--- src/rtl/uart_tx_pkg.sv ---
// Shared constants and types for the memory-mapped UART transmitter.
package uart_tx_pkg;

    // Register byte offsets, compared against {addr[9:2], 2'b00}
    localparam logic [9:0] UART_TXDATA = 10'h000;
    localparam logic [9:0] UART_STATUS = 10'h004;
    localparam logic [9:0] UART_DIV    = 10'h008;
    localparam logic [9:0] UART_CTRL   = 10'h00C;

    // Serialiser states
    typedef enum logic [1:0] {
        TX_IDLE  = 2'd0,
        TX_START = 2'd1,
        TX_DATA  = 2'd2,
        TX_STOP  = 2'd3
    } uart_tx_state_e;

    // STATUS register bit positions
    localparam int unsigned STATUS_FULL_BIT  = 0;
    localparam int unsigned STATUS_EMPTY_BIT = 1;
    localparam int unsigned STATUS_BUSY_BIT  = 2;
    localparam int unsigned STATUS_LEVEL_LSB = 7;

endpackage

--- src/rtl/uart_tx_fifo.sv ---
// Synchronous first-word fall-through FIFO. Pointers carry one extra wrap
// bit so that full and empty can be told apart without a separate counter.
module uart_tx_fifo #(
    parameter int unsigned Width = 8,
    parameter int unsigned Depth = 8,
    localparam int unsigned PtrW = $clog2(Depth)
) (
    input  logic             clk_i,
    input  logic             rst_ni,
    input  logic             push_i,
    input  logic [Width-1:0] wdata_i,
    input  logic             pop_i,
    output logic [Width-1:0] rdata_o,
    output logic             full_o,
    output logic             empty_o,
    output logic [PtrW:0]    level_o
);

    localparam logic [PtrW:0] PtrOne = {{PtrW{1'b0}}, 1'b1};

    logic [PtrW:0]    wr_ptr_r;
    logic [PtrW:0]    rd_ptr_r;
    logic [Width-1:0] mem_r [Depth];
    logic             push_ok_s;
    logic             pop_ok_s;

    assign full_o    = (wr_ptr_r[PtrW] != rd_ptr_r[PtrW]) &&
                       (wr_ptr_r[PtrW-1:0] == rd_ptr_r[PtrW-1:0]);
    assign empty_o   = (wr_ptr_r == rd_ptr_r);
    assign level_o   = wr_ptr_r - rd_ptr_r;
    assign rdata_o   = mem_r[rd_ptr_r[PtrW-1:0]];

    // Full/empty are judged on the state before this cycle
    assign push_ok_s = push_i && !full_o;
    assign pop_ok_s  = pop_i && !empty_o;

    // Advance pointers on accepted push/pop; wrap is natural modulo 2*Depth
    always_ff @(posedge clk_i or negedge rst_ni) begin
        if (!rst_ni) begin
            wr_ptr_r <= {(PtrW+1){1'b0}};
            rd_ptr_r <= {(PtrW+1){1'b0}};
        end else begin
            if (push_ok_s) begin
                wr_ptr_r <= wr_ptr_r + PtrOne;
            end
            if (pop_ok_s) begin
                rd_ptr_r <= rd_ptr_r + PtrOne;
            end
        end
    end

    // Storage array, cleared on reset so the head never shows stale data
    always_ff @(posedge clk_i or negedge rst_ni) begin
        if (!rst_ni) begin
            for (int unsigned i = 0; i < Depth; i++) begin
                mem_r[i] <= {Width{1'b0}};
            end
        end else if (push_ok_s) begin
            mem_r[wr_ptr_r[PtrW-1:0]] <= wdata_i;
        end
    end

endmodule

--- src/rtl/uart_tx_dev.sv ---
// Memory-mapped 8N1 UART transmitter: bus register file, TX FIFO,
// serialiser FSM with per-frame latched baud divider, and idle interrupt.
module uart_tx_dev
    import uart_tx_pkg::*;
#(
    parameter int unsigned DataWidth    = 32,
    parameter int unsigned AddressWidth = 32,
    parameter int unsigned FifoDepth    = 8,
    parameter logic [15:0] DefaultDiv   = 16'd15
) (
    input  logic                    clk_i,
    input  logic                    rst_ni,
    input  logic                    uart_req_i,
    input  logic                    uart_we_i,
    input  logic [3:0]              uart_be_i,
    input  logic [AddressWidth-1:0] uart_addr_i,
    input  logic [DataWidth-1:0]    uart_wdata_i,
    output logic                    uart_rvalid_o,
    output logic [DataWidth-1:0]    uart_rdata_o,
    output logic                    uart_err_o,
    output logic                    tx_o,
    output logic                    uart_irq_o
);

    localparam int unsigned LevelW = $clog2(FifoDepth) + 1;

    // Configuration and bus response
    logic [15:0]          div_r;
    logic                 irq_en_r;
    logic [15:0]          div_next_s;
    logic                 irq_en_next_s;
    logic                 rvalid_r;
    logic [DataWidth-1:0] rdata_r;
    logic                 err_r;
    logic [DataWidth-1:0] rdata_s;
    logic                 err_s;
    logic [DataWidth-1:0] status_s;
    logic [9:0]           reg_addr_s;

    // FIFO interface
    logic                 push_s;
    logic                 pop_s;
    logic [7:0]           fifo_rdata_s;
    logic                 fifo_full_s;
    logic                 fifo_empty_s;
    logic [LevelW-1:0]    fifo_level_s;
    logic [LevelW-1:0]    level_next_s;

    // Serialiser
    uart_tx_state_e       state_r;
    uart_tx_state_e       state_s;
    logic [15:0]          baud_r;
    logic [15:0]          baud_s;
    logic [15:0]          div_lat_r;
    logic [15:0]          div_lat_s;
    logic [2:0]           bit_idx_r;
    logic [2:0]           bit_idx_s;
    logic [7:0]           shift_r;
    logic [7:0]           shift_s;
    logic                 tx_r;
    logic                 tx_s;
    logic                 irq_r;
    logic                 irq_s;

    logic                 unused_s;
    assign unused_s = ^{uart_addr_i[AddressWidth-1:10], uart_addr_i[1:0],
                        uart_wdata_i[DataWidth-1:16], uart_be_i[3:2]};

    assign reg_addr_s = {uart_addr_i[9:2], 2'b00};

    uart_tx_fifo #(
        .Width (8),
        .Depth (FifoDepth)
    ) u_fifo (
        .clk_i   (clk_i),
        .rst_ni  (rst_ni),
        .push_i  (push_s),
        .wdata_i (uart_wdata_i[7:0]),
        .pop_i   (pop_s),
        .rdata_o (fifo_rdata_s),
        .full_o  (fifo_full_s),
        .empty_o (fifo_empty_s),
        .level_o (fifo_level_s)
    );

    // STATUS word built from pre-cycle state
    always_comb begin
        status_s                                  = {DataWidth{1'b0}};
        status_s[STATUS_FULL_BIT]                 = fifo_full_s;
        status_s[STATUS_EMPTY_BIT]                = fifo_empty_s;
        status_s[STATUS_BUSY_BIT]                 = (state_r != TX_IDLE);
        status_s[STATUS_LEVEL_LSB +: LevelW]      = fifo_level_s;
    end

    // Register decode: read mux, write side effects and error response
    always_comb begin
        rdata_s       = {DataWidth{1'b0}};
        err_s         = 1'b0;
        push_s        = 1'b0;
        div_next_s    = div_r;
        irq_en_next_s = irq_en_r;
        if (uart_req_i) begin
            case (reg_addr_s)
                UART_TXDATA: begin
                    if (uart_we_i && uart_be_i[0]) begin
                        if (fifo_full_s) begin
                            err_s = 1'b1;
                        end else begin
                            push_s = 1'b1;
                        end
                    end else begin
                        push_s = 1'b0;
                    end
                end
                UART_STATUS: begin
                    if (!uart_we_i) begin
                        rdata_s = status_s;
                    end else begin
                        rdata_s = {DataWidth{1'b0}};
                    end
                end
                UART_DIV: begin
                    if (uart_we_i) begin
                        if (uart_be_i[0]) begin
                            div_next_s[7:0] = uart_wdata_i[7:0];
                        end else begin
                            div_next_s[7:0] = div_r[7:0];
                        end
                        if (uart_be_i[1]) begin
                            div_next_s[15:8] = uart_wdata_i[15:8];
                        end else begin
                            div_next_s[15:8] = div_r[15:8];
                        end
                    end else begin
                        rdata_s = DataWidth'(div_r);
                    end
                end
                UART_CTRL: begin
                    if (uart_we_i) begin
                        if (uart_be_i[0]) begin
                            irq_en_next_s = uart_wdata_i[0];
                        end else begin
                            irq_en_next_s = irq_en_r;
                        end
                    end else begin
                        rdata_s = DataWidth'(irq_en_r);
                    end
                end
                default: begin
                    err_s = 1'b1;
                end
            endcase
        end else begin
            err_s = 1'b0;
        end
    end

    // Serialiser next state: start bit, 8 data bits LSB first, stop bit
    always_comb begin
        state_s   = state_r;
        baud_s    = baud_r;
        div_lat_s = div_lat_r;
        bit_idx_s = bit_idx_r;
        shift_s   = shift_r;
        tx_s      = tx_r;
        pop_s     = 1'b0;
        case (state_r)
            TX_IDLE: begin
                if (!fifo_empty_s) begin
                    pop_s     = 1'b1;
                    shift_s   = fifo_rdata_s;
                    baud_s    = div_r;
                    div_lat_s = div_r;
                    bit_idx_s = 3'd0;
                    tx_s      = 1'b0;
                    state_s   = TX_START;
                end else begin
                    tx_s      = 1'b1;
                end
            end
            TX_START: begin
                if (baud_r == 16'd0) begin
                    baud_s    = div_lat_r;
                    bit_idx_s = 3'd0;
                    tx_s      = shift_r[0];
                    state_s   = TX_DATA;
                end else begin
                    baud_s    = baud_r - 16'd1;
                end
            end
            TX_DATA: begin
                if (baud_r == 16'd0) begin
                    baud_s = div_lat_r;
                    if (bit_idx_r == 3'd7) begin
                        tx_s    = 1'b1;
                        state_s = TX_STOP;
                    end else begin
                        bit_idx_s = bit_idx_r + 3'd1;
                        shift_s   = {1'b0, shift_r[7:1]};
                        tx_s      = shift_r[1];
                    end
                end else begin
                    baud_s = baud_r - 16'd1;
                end
            end
            TX_STOP: begin
                if (baud_r == 16'd0) begin
                    tx_s    = 1'b1;
                    state_s = TX_IDLE;
                end else begin
                    baud_s  = baud_r - 16'd1;
                end
            end
            default: begin
                tx_s    = 1'b1;
                state_s = TX_IDLE;
            end
        endcase
    end

    // Interrupt computed from next-cycle state so the registered output
    // tracks irq_en & empty & idle with no extra delay
    always_comb begin
        level_next_s = fifo_level_s + LevelW'(push_s) - LevelW'(pop_s);
        irq_s        = irq_en_next_s && (level_next_s == {LevelW{1'b0}}) &&
                       (state_s == TX_IDLE);
    end

    // Bus response: one cycle after every request, zeroed when not valid
    always_ff @(posedge clk_i or negedge rst_ni) begin
        if (!rst_ni) begin
            rvalid_r <= 1'b0;
            rdata_r  <= {DataWidth{1'b0}};
            err_r    <= 1'b0;
        end else begin
            rvalid_r <= uart_req_i;
            rdata_r  <= rdata_s;
            err_r    <= err_s;
        end
    end

    // Configuration registers
    always_ff @(posedge clk_i or negedge rst_ni) begin
        if (!rst_ni) begin
            div_r    <= DefaultDiv;
            irq_en_r <= 1'b0;
        end else begin
            div_r    <= div_next_s;
            irq_en_r <= irq_en_next_s;
        end
    end

    // Serialiser state, baud counter, shift register, line and interrupt
    always_ff @(posedge clk_i or negedge rst_ni) begin
        if (!rst_ni) begin
            state_r   <= TX_IDLE;
            baud_r    <= 16'd0;
            div_lat_r <= 16'd0;
            bit_idx_r <= 3'd0;
            shift_r   <= 8'd0;
            tx_r      <= 1'b1;
            irq_r     <= 1'b0;
        end else begin
            state_r   <= state_s;
            baud_r    <= baud_s;
            div_lat_r <= div_lat_s;
            bit_idx_r <= bit_idx_s;
            shift_r   <= shift_s;
            tx_r      <= tx_s;
            irq_r     <= irq_s;
        end
    end

    assign uart_rvalid_o = rvalid_r;
    assign uart_rdata_o  = rdata_r;
    assign uart_err_o    = err_r;
    assign tx_o          = tx_r;
    assign uart_irq_o    = irq_r;

endmodule

--- config.mk ---
export PLATFORM = sky130hd
export DESIGN_NAME = uart_tx_dev
export DESIGN_NICKNAME = d
export VERILOG_FILES = /design/src/rtl/uart_tx_pkg.sv /design/src/rtl/uart_tx_fifo.sv /design/src/rtl/uart_tx_dev.sv
export SDC_FILE = /design/constraint.sdc
export NUM_CORES = 1
export LEC_CHECK = 0
export CORE_AREA = 2 2 147 113
export DETAILED_ROUTE_END_ITERATION = 12
export DIE_AREA = 0 0 149 115
export PLACE_DENSITY_LB_ADDON = 0.15
export SYNTH_ARGS = -nofsm -noshare
export SYNTH_HDL_FRONTEND = slang
export SYNTH_HIERARCHICAL = 1
export SYNTH_SLANG_ARGS = --single-unit
--- constraint.sdc ---
create_clock -name clk_i -period 3.5 [get_ports clk_i]
set_input_delay 0.7 -clock clk_i [delete_from_list [all_inputs] [get_ports clk_i]]
set_output_delay 0.7 -clock clk_i [all_outputs]
set_load 0.01 [all_outputs]
==> flow_results.org <==
** Drt
- The routed layout has 5326 vias.
- Routed vias/inst :: 5.76
- Aggregate routed wire length :: 17700 um
- TritonRoute pass-1 iters :: 4
- Number of violations reported at the end of detailed-routing iteration 0 :: 342
- The detail route stage leaves a number of antenna-violating nets equal to 0.
- In the routed design, unresolved DRC markers number 0.
- Wire per inst :: 19.2 um

** Yosys
- Xor and xnor area share after synthesis :: 2.60%
- Largest family of logic cells by synthesized area :: multiplexers
- The synthesized netlist devotes 9.61% of its cell area to compound gates.
- Multiplexer share of the synthesized area :: 20.1%
- After technology mapping, the gate count stands at 641.
- The synthesized netlist contains 64 unique library cells.
- Leading register cell type out of synthesis :: sky130_fd_sc_hd__dfrtp_1
- Summing the areas of all and, or, nand and nor instances in the mapped netlist gives 10.2% of the synthesized area.
- Post-synthesis sequential element count :: 154
- Synth Area in Adders :: 3.26%
- The Yosys step of the flow raised 6 warnings.
- The synthesized design contains 0 enable-type register cells.
- Average cell area after synthesis :: 12.1 um^2
- Of all flip-flops after synthesis, the portion carrying an async set or reset was 100%.
- In this run the cell area of the synthesized design comes to 7760 um^2.
- Sequential elements use 49.8% of the synthesized area.

** Finish
- Measured on the finished design, the core utilization comes to 58.1%.
- Synthesis-to-layout area growth :: 17.8%
- Ratio of cells with drive above 1 in the final layout :: 26.6%
- Nets :: 792
- Antenna cell count :: 0
- The layout has 1276 filler cells.
- Leaving out fill and tap cells, the most frequent cell in the layout is sky130_fd_sc_hd__dfrtp_1.
- Summing all non-filler instances in the final layout gives an area of 9140 um^2.
- Most frequent cells in the layout :: sky130_fd_sc_hd__dfrtp_1 (149), sky130_fd_sc_hd__mux2_2 (91), sky130_fd_sc_hd__clkdlybuf4s50_1 (48), sky130_fd_sc_hd__nand2_1 (44), sky130_fd_sc_hd__inv_1 (26)

** Pwr
- The analysis attributes to cell leakage a power of 4.25 nW.
- VDD sags by at most 393 uV.
- Pwr/cell area :: 600 nW/um^2

** Clock tree
- # Post-CTS Setup Buffers :: 0
- CTS built an H-tree with a depth of 4.
- The number of clock buffers added by TritonCTS is 17.
- For this design, the sink count on the clock tree is 154.
- The tree is rooted in a sky130_fd_sc_hd__clkbuf_16.
- In this run, post-CTS hold repair placed 0 buffers.
- Post-CTS Resized :: 0
- TritonCTS built the clock tree.
- Maximum count of clock buffers along a single path :: 2
- Clock transition at the registers of the reported paths :: 0.06 ns
- Clock latency of the later-clocked register in the worst-skew pair :: 0.43 ns

** STA
- Hold violation total from the final report :: 0
- For the pin with the worst max-slew slack, the measured transition is 1.06 ns.
- Minimum period implied by the final worst setup slack :: 3.03 ns
- Worst setup skew after layout :: 0.00758 ns
- Sum Neg Setup Slack :: 0 ns
- Total of endpoints with negative setup slack in the final report :: 0
- Static timing analysis puts the maximum clock frequency at 331 MHz.
- The worst path uses 86.4% of the clock period.
- Worst hold-check slack :: 0.108 ns
- Setup repair after global routing left no endpoint under its margin.
- The number of pins exceeding their max-slew limit in the final report came to 0.
- In this run the tightest slew margin relative to its limit is 29.2%.

** GRT
- For this run the aggregate overflow at the end of global routing stands at 0.
- The first global-routing pass estimated 29300 um of wire.
- The via count of the first global-routing pass is 5512.
- Entering global routing, the biggest net connects 78 pins.
- GRT Total Usage :: 22.5%
- Number of antenna violations at the first check in global routing :: 0

** Setup path
- In this design, the stage delay of the slowest critical-path cell is 0.57 ns.
- The critical path goes through inv_1 > ha_1 > nand3_1 > nand2b_2 > inv_2 > nor3_1 > buf_4 > nand3_1 > or3_1 > mux2_1.
- Worst EP arrival :: 3.34 ns
- In this run the worst path has a maximum fanout of 8.
- Cell with the largest stage delay on the worst path :: sky130_fd_sc_hd__or3_1
- Startpoint kind of the worst setup timing path :: flop
- The number of buffers and inverters on the critical path is 3.
- Required time at the worst-slack endpoint :: 3.82 ns
- By instance count, the cell type seen most on the critical path is sky130_fd_sc_hd__nand3_1.
- Worst path top cell family by delay :: simple AND/OR/NAND/NOR gates
- The worst setup path is of the reg2reg kind.
- The worst setup path is captured at a flop.

** Status
- The flow ran to the end, and the final reports show no timing, DRC or antenna violations.

** Place
- After detailed placement, the total cell area comes to 8490 um^2.
- Total half-perimeter wirelength after legalization and detailed placement :: 12400 um
- The congestion estimate from routability-driven global placement came to 0.792.
- In this run the tool buffered the top-level ports with 49 buffer cells.

** Die
- Starting density of the core :: 49.4%
- Width of the die :: 149 um
- Y dimension of the die :: 115 um
- Count of boundary I/O pins :: 108
- The die covers 17100 um^2.
- After floorplanning, the core was sized to cover 15700 um^2.
- The floorplan has 40 rows.

** Run
- Max-Cap Viols :: 0

** Min path
- Worst min-delay path class :: in2async
==> layout make-up <==
type                            instances  area (um^2)  share of cell area [%]
Sequential cell                       154         3860                    42.2
Multi-Input combinational cell        433         3620                    39.6
Timing Repair Buffer                   67          639                    7.00
Clock buffer                           20          467                    5.11
Tap cell                              210          263                    2.88
Clock inverter                         12          184                    2.01
Inverter                               28          105                    1.15
==> sequential cells by signal, summed over array words and instances, names as in the netlist, 2 cells and up <==
signal and cells:
u_fifo/wr_ptr_r 4, bit_idx_r 3, u_fifo/mem_r 64, state_r 2
div_lat_r 16, uart_rdata_o 16, shift_r 8, baud_r 16
div_r 16, u_fifo/rd_ptr_r 4
==> worst paths after layout <==
check	start	end	cells after the start	slack, ns
worst max-delay path	u_fifo/wr_ptr_r[0]$_DFFE_PN0P_	u_fifo/mem_r[48]$_DFFE_PN0P_	10	0.47
worst min-delay path	rst_ni	div_lat_r[4]$_DFFE_PN0P_	1	0.11
worst max register to register	u_fifo/wr_ptr_r[0]$_DFFE_PN0P_	u_fifo/mem_r[48]$_DFFE_PN0P_	10	0.47
worst min register to register	u_fifo/mem_r[63]$_DFFE_PN0P_	u_fifo/mem_r[63]$_DFFE_PN0P_	1	0.50
max in group asynchronous	rst_ni	u_fifo/mem_r[0]$_DFFE_PN0P_	2	2.41
min in group clk_i	u_fifo/mem_r[63]$_DFFE_PN0P_	u_fifo/mem_r[63]$_DFFE_PN0P_	1	0.50
==> worst register-to-register path, delay by kind of cell (launching register included) <==
kind                     cells  cell delay (ns)
AND/OR/NAND/NOR              5             1.33
flip-flops                   1             0.48
multiplexers                 1             0.40
buffers and inverters        3             0.39
adder cells (fa/ha/maj)      1             0.32
==> where the power goes <==
part           switching [mW]  leakage [nW]  internal, mW
Clock                   0.755         0.314          1.26
Sequential              0.125          2.09          1.89
Combinational           0.899          1.84         0.550
Total                    1.78          4.25          3.70
==> cells in the mapped netlist (3+ instances only) <==
cell type / n / area [um^2]
sky130_fd_sc_hd__nor4_1: 6 / 37.5
sky130_fd_sc_hd__and3_1: 4 / 25.0
sky130_fd_sc_hd__o21ai_1: 7 / 35.0
sky130_fd_sc_hd__mux2_2: 91 / 1020
sky130_fd_sc_hd__buf_2: 8 / 40.0
sky130_fd_sc_hd__mux4_2: 16 / 360
sky130_fd_sc_hd__nor3_2: 4 / 40.0
sky130_fd_sc_hd__a22o_1: 4 / 35.0
sky130_fd_sc_hd__a22oi_1: 24 / 180
sky130_fd_sc_hd__dfstp_2: 5 / 131
sky130_fd_sc_hd__a221oi_1: 4 / 35.0
sky130_fd_sc_hd__a21oi_1: 17 / 85.1
sky130_fd_sc_hd__a21o_1: 4 / 30.0
sky130_fd_sc_hd__dfrtp_1: 149 / 3730
sky130_fd_sc_hd__buf_4: 18 / 135
sky130_fd_sc_hd__nor2_1: 23 / 86.3
sky130_fd_sc_hd__nand2_1: 44 / 165
sky130_fd_sc_hd__ha_1: 17 / 213
sky130_fd_sc_hd__nor2b_1: 6 / 37.5
sky130_fd_sc_hd__xnor2_1: 17 / 149
sky130_fd_sc_hd__nand4b_1: 3 / 26.3
sky130_fd_sc_hd__nand4_1: 3 / 18.8
sky130_fd_sc_hd__clkbuf_1: 13 / 48.8
sky130_fd_sc_hd__inv_1: 26 / 97.6
sky130_fd_sc_hd__nand3_1: 11 / 55.1
sky130_fd_sc_hd__o21ai_0: 18 / 90.1
sky130_fd_sc_hd__or3_1: 8 / 50.1
sky130_fd_sc_hd__and2_1: 9 / 56.3
sky130_fd_sc_hd__nor3_1: 4 / 20.0
sky130_fd_sc_hd__a31oi_1: 3 / 18.8
sky130_fd_sc_hd__o22ai_1: 19 / 119
sky130_fd_sc_hd__mux2_4: 8 / 120
sky130_fd_sc_hd__mux2_1: 4 / 45.0
sky130_fd_sc_hd__xor2_1: 6 / 52.6
==> through the flow <==
| step | worst slack, ns | total power, mW | std cells |
|---|---|---|---|
| after floorplan | 0.0139 | 3.07 | 656 |
| after CTS | 0.473 | 5.49 | 924 |
| after global routing | 0.262 | 5.77 | 924 |
| after global placement | 0.138 | 3.42 | 892 |
| after detailed placement | 0.126 | 3.47 | 892 |
| final | 0.475 | 5.48 | 924 |
==> cell families after synthesis <==
| logic type | count (synthesis) |
|---|---|
| buffers and inverters | 69 |
| other | 1 |
| multiplexers | 120 |
| XOR/XNOR | 23 |
| adder cells (fa/ha/maj) | 19 |
| flip-flops | 154 |
| AND/OR/NAND/NOR | 142 |
| AO/OA/AOI/OAI | 113 |
==> per-layer routing <==
layer  up-vias  track usage (%)  wire length, um
li1       2423                -                -
met1      2750             33.0             8800
met2       138             33.8             7950
met3        15             4.80              779
met4         0             6.86              198
met5         -                0                0
Note: power is estimated with default switching activity, not from simulation.
